--- src/rtl/pipeline_hazard_ctrl.sv ---
// pipeline_hazard_ctrl: load-use stall, taken-branch flush and memory-wait freeze control for a 5-stage pipe.
// Defining HAZARD_PERF_CNT_EN adds the stall_cycles / flush_events performance counters.
module pipeline_hazard_ctrl #(
  parameter int LU_STALL_CYCLES = 1,
  parameter int BR_FLUSH_CYCLES = 2
) (
  input  logic        clk,
  input  logic        rst_n,
  input  logic [4:0]  id_rs1,
  input  logic [4:0]  id_rs2,
  input  logic        id_uses_rs1,
  input  logic        id_uses_rs2,
  input  logic [4:0]  ex_wr_reg,
  input  logic        ex_mem_read,
  input  logic        ex_reg_write,
  input  logic        ex_branch_taken,
  input  logic        mem_req,
  input  logic        mem_ready,
  output logic        pc_en,
  output logic        ifid_en,
  output logic        idex_en,
  output logic        exmem_en,
  output logic        ifid_flush,
  output logic        idex_flush,
  output logic [1:0]  hz_state,
  output logic [31:0] stall_cycles,
  output logic [31:0] flush_events
);
  typedef enum logic [1:0] {RUN, LOAD_STALL, BR_FLUSH, MEM_WAIT} state_e;
  localparam logic [2:0] LU_CNT = 3'(LU_STALL_CYCLES - 1);
  localparam logic [2:0] BR_CNT = 3'(BR_FLUSH_CYCLES - 1);
  state_e state_q, state_d, saved_q, saved_d, eff;
  logic [2:0] cnt_q, cnt_d;
  logic lu, mb, freeze;
  logic pc_en_c, ifid_en_c, idex_en_c, exmem_en_c, ifid_flush_c, idex_flush_c;
  assign lu = ex_mem_read & ex_reg_write & (ex_wr_reg != 5'd0) &
              ((id_uses_rs1 & (id_rs1 == ex_wr_reg)) | (id_uses_rs2 & (id_rs2 == ex_wr_reg)));
  assign mb = mem_req & ~mem_ready;
  // On release from MEM_WAIT the controller acts as the state it interrupted
  assign eff = (state_q == MEM_WAIT) ? saved_q : state_q;
  assign freeze = mb | ((state_q == MEM_WAIT) & ~mem_ready);
  always_comb begin
    {pc_en_c, ifid_en_c, idex_en_c, exmem_en_c} = 4'b1111;
    {ifid_flush_c, idex_flush_c} = 2'b00;
    state_d = state_q;
    saved_d = saved_q;
    cnt_d = cnt_q;
    if (freeze) begin
      {pc_en_c, ifid_en_c, idex_en_c, exmem_en_c} = 4'b0000;
      state_d = MEM_WAIT;
      saved_d = eff;
    end else if (eff == RUN) begin
      state_d = RUN;
      if (ex_branch_taken) begin
        {ifid_flush_c, idex_flush_c} = 2'b11;
        if (BR_FLUSH_CYCLES > 1) begin
          state_d = BR_FLUSH;
          cnt_d = BR_CNT;
        end
      end else if (lu) begin
        {pc_en_c, ifid_en_c, idex_flush_c} = 3'b001;
        if (LU_STALL_CYCLES > 1) begin
          state_d = LOAD_STALL;
          cnt_d = LU_CNT;
        end
      end
    end else begin
      pc_en_c = eff == BR_FLUSH;
      ifid_en_c = eff == BR_FLUSH;
      ifid_flush_c = eff == BR_FLUSH;
      idex_flush_c = 1'b1;
      cnt_d = cnt_q - 3'd1;
      state_d = (cnt_q == 3'd1) ? RUN : eff;
    end
  end
  always_ff @(posedge clk or negedge rst_n) begin
    if (!rst_n) begin
      state_q <= RUN;
      saved_q <= RUN;
      cnt_q <= 3'd0;
    end else begin
      state_q <= state_d;
      saved_q <= saved_d;
      cnt_q <= cnt_d;
    end
  end
  assign pc_en = rst_n & pc_en_c;
  assign ifid_en = rst_n & ifid_en_c;
  assign idex_en = rst_n & idex_en_c;
  assign exmem_en = rst_n & exmem_en_c;
  assign ifid_flush = rst_n & ifid_flush_c;
  assign idex_flush = rst_n & idex_flush_c;
  assign hz_state = rst_n ? state_q : 2'd0;
`ifdef HAZARD_PERF_CNT_EN
  logic [31:0] stall_q, flush_q;
  logic br_acc;
  assign br_acc = ~freeze & (eff == RUN) & ex_branch_taken;
  always_ff @(posedge clk or negedge rst_n) begin
    if (!rst_n) begin
      stall_q <= 32'd0;
      flush_q <= 32'd0;
    end else begin
      stall_q <= stall_q + {31'd0, ~pc_en_c};
      flush_q <= flush_q + {31'd0, br_acc};
    end
  end
  assign stall_cycles = stall_q;
  assign flush_events = flush_q;
`else
  assign stall_cycles = 32'd0;
  assign flush_events = 32'd0;
`endif
endmodule

--- config.mk ---
export PLATFORM = sky130hd
export DESIGN_NAME = pipeline_hazard_ctrl
export DESIGN_NICKNAME = d
export VERILOG_FILES = /design/src/rtl/pipeline_hazard_ctrl.sv
export SDC_FILE = /design/constraint.sdc
export NUM_CORES = 1
export LEC_CHECK = 0
export CAP_MARGIN = 20
export CORE_AREA = 4 4 64 66
export DETAILED_ROUTE_END_ITERATION = 8
export DIE_AREA = 0 0 68 70
export PLACE_DENSITY = 0.75
export RECOVER_POWER = 50
export REMOVE_ABC_BUFFERS = 1
export SYNTH_ARGS = -nofsm -noshare
export SYNTH_HDL_FRONTEND = slang
export SYNTH_SLANG_ARGS = --single-unit
--- constraint.sdc ---
create_clock -name clk -period 2.3 [get_ports clk]
set_input_delay 0.46 -clock clk [delete_from_list [all_inputs] [get_ports clk]]
set_output_delay 0.46 -clock clk [all_outputs]
set_load 0.02 [all_outputs]
==> out/summary.txt <==
outcome - finished clean
xor and xnor area share after synthesis - 8.393%
share of the synthesized area in the top cell type - 47.48%
Post-synth EDFFs - 0
Hold Crit Start - cnt_q[1]
CTS Hold Buffers Added - 0
Worst R2R Start - state_q[0]
adder-cell share of the synthesized area - 2.398%
CP Data Required Time - 1.84 ns
cell area after synthesis - 0.001044 mm²
worst vdd ir - 182.3 µV
Netlist cell types - 29
# DRC - 0
Hold Slack - 0.4860 ns
GRT met3 Usage - 2.412%
GRT Util Overall - 7.887%
final cell count without fillers - 222
Die Y - 70 µm
Avg WL per Cell - 9.122 µm
Min-Delay Path Class - flop to flop
post-route minimum period - 2.211 ns
Clock Pin Slew Worst Setup and Hold Paths - 0.06 ns
ys flop type - dfrtp_1
Pins Over Slew Limit - 0
Detailed Route WL - 2.025 mm
max cap viols - 0
Layout fillers - 407
clock sink count - 7
Post-CTS Setup Inserts - 0
flops & latches, synth - 7
Leak - 0.6606 nW
clk root buf - clkbuf_4
largest net degree at the start of global routing - 10
Setup crit end kind - primary output
# rows - 22
RePlAce Congestion - 0.7848
DRT Pass-1 Iters - 4
register area share after synthesis - 16.79%
Sw Ratio - 45.48%
WHS Endpoint - cnt_q[1]
first-pass GRT wire length - 2.863 mm
yosys warns - 0
Post-DRT Antenna Nets - 0
Sequential Power Share - 24.2%
Max Clock Freq - 0.4522 GHz
core area - 0.003578 mm²
pre-CTS WS - -0.6234 ns
reg-to-reg endpoint - cnt_q[1]
RSZ-0062 raised after global routing - no
worst-skew pair later-pin latency - 0.26 ns
Via density - 3.477
multiplexer share of the synthesized area - 1.079%
GRT overflow - 0
busiest grt layer - met2
Setup Skew - 0.006523 ns
layout cells sized above 1 - 14.37%
Placed Cells - 218
leading area contributor after synthesis - buf_4
Die Span X - 68 µm
Gate power share - 63.2%
power share of the clock group - 12.6%
Die ar. - 0.004760 mm²
CP Class - input port to primary output
Setup violations, final - 0
worst-case clock buffer depth - 2
final hold vios - 0
hold depth - 1
Port Buffers - 31
total power - 0.9363 mW
Area growth syn-to-layout - 19.30%
simple-gate share of the synthesized area - 11.75%
Boundary Pins - 96
CP Max Fanout - 4
starting density of the core - 29.16%
Worst R2R Setup Slack - 0.94 ns
ant diodes - 0
Async S/R FF share, synth - 100.0%
most frequent cells after synthesis - buf_4, xnor2_1, dfrtp_1, nand2_1, o21ai_0
number of global-route vias before repair - 646
syn_area_per_cell - 7.966 µm²
M1 GR Usage - 8.350%
CTS H-Tree Depth - 1
GR met2 Demand/Resource - 13.92%
Worst Slack Setup Final - 0.08870 ns
CTS Buf Count - 3
most frequent cell after synthesis - buf_4
fin crit share - 96.14%
Compound-Gate Fraction of Synth Area - 10.31%
TritonCTS clock tree - done
initial antenna violation count - 0
cell count after synthesis - 131
setup TNS - 0 ns
HPWL Detailed - 1.886 mm
Data arrival, critical path - 1.75 ns
Vias - 772
Pwr Density - 752.1 mW/mm²
Psw - 0.4259 mW
startpoint type of the worst setup path - input port
R2R depth - 6
DRT iter0 DRCs - 12
cell internal pwr - 0.5105 mW
Final #Nets - 201
synth top area cells - buf_4, dfrtp_1, xnor2_1
largest family of logic cells by synthesized area - buffers and inverters
## power by group through the flow
stage / Combinational, mW / Sequential [mW] / Clock (mW)
3_5_place_dp: 0.621 / 0.230 / 0
6_report: 0.592 / 0.227 / 0.118
4_1_cts: 0.602 / 0.228 / 0.122
2_1_floorplan: 0.377 / 0.227 / 0
3_3_place_gp: 0.607 / 0.226 / 0
5_1_grt: 0.664 / 0.236 / 0.131
## per-layer routing
metal,vias up,wire length (µm)
met3,2,271
met4,0,21
met5,-,0
met1,343,627
li1,382,-
met2,45,1104
## per-stage QoR
stage / cell area, µm² / utilization (%)
after floorplan: 780.7 / -
after global placement: 1241 / 34.69
after detailed placement: 1241 / 34.69
after CTS: 1260 / 35.21
after global routing: 1245 / 34.79
final: 1245 / 34.79
## how the worst max path moves through the flow
| stage | start | endpoint | slack, ns |
|---|---|---|---|
| after floorplan | ex_wr_reg[0] | ifid_en | 0.04 |
| after global placement | ex_wr_reg[1] | idex_flush | -0.63 |
| after detailed placement | ex_wr_reg[1] | idex_flush | -0.62 |
| final | mem_req | idex_flush | 0.09 |
| after global routing | mem_req | pc_en | 0.004 |
| after CTS | ex_wr_reg[2] | idex_flush | 0.005 |
## sequential cells by signal, indices dropped and copies added (netlist names)
name,count
saved_q,2
cnt_q,3
state_q,2
## area by class of cell
cell class              count  area [µm²]  share of cell area (%)
flip-flops and latches      7       175.2                   14.07
well taps                  48       60.06                   4.824
multi-input cells         117       600.6                   48.24
repair buffers             43       371.6                   29.85
inverters                   3       11.26                  0.9045
clock buffers               4       26.28                   2.111
## critical path, cell delays in order
cell	delay [ns]
clkdlybuf4s50_1	0.45
a21oi_1	0.05
or2_1	0.26
and2_1	0.19
a22o_1	0.21
buf_6	0.13
## cells by family (layout without fill, tap and decap cells)
family | count (synthesis) | count (layout)
buffers and inverters | 70 | 50
AND/OR/NAND/NOR | 24 | 24
AO/OA/AOI/OAI | 16 | 16
XOR/XNOR | 10 | 10
flip-flops | 7 | 7
adder cells (fa/ha/maj) | 2 | 2
other | 1 | 64
multiplexers | 1 | 1
## repair_timing
action	in CTS	in global routing
resized for setup	32	11
endpoints found under the hold margin	0	0
endpoints found under the setup margin	8	6
pin swaps	5	3
## layout by cell type, fill, tap and decap left out, types with 2 or more instances in the layout
cell type | Yosys | routed
a21o_1 | 2 | 2
and2_1 | 4 | 4
buf_2 | 0 | 2
buf_4 | 66 | 13
clkbuf_1 | 1 | 2
clkbuf_2 | 0 | 3
clkbuf_4 | 0 | 3
clkdlybuf4s50_1 | 0 | 17
conb_1 | 1 | 64
dfrtp_1 | 7 | 7
dlygate4sd2_1 | 0 | 2
dlymetal6s2s_1 | 0 | 2
ha_1 | 2 | 2
inv_1 | 3 | 3
nand2_1 | 7 | 7
nand2b_1 | 2 | 2
nand4_1 | 2 | 2
nor2_1 | 3 | 3
o21ai_0 | 5 | 5
xnor2_1 | 10 | 10
(Power assumes the default switching activity.)
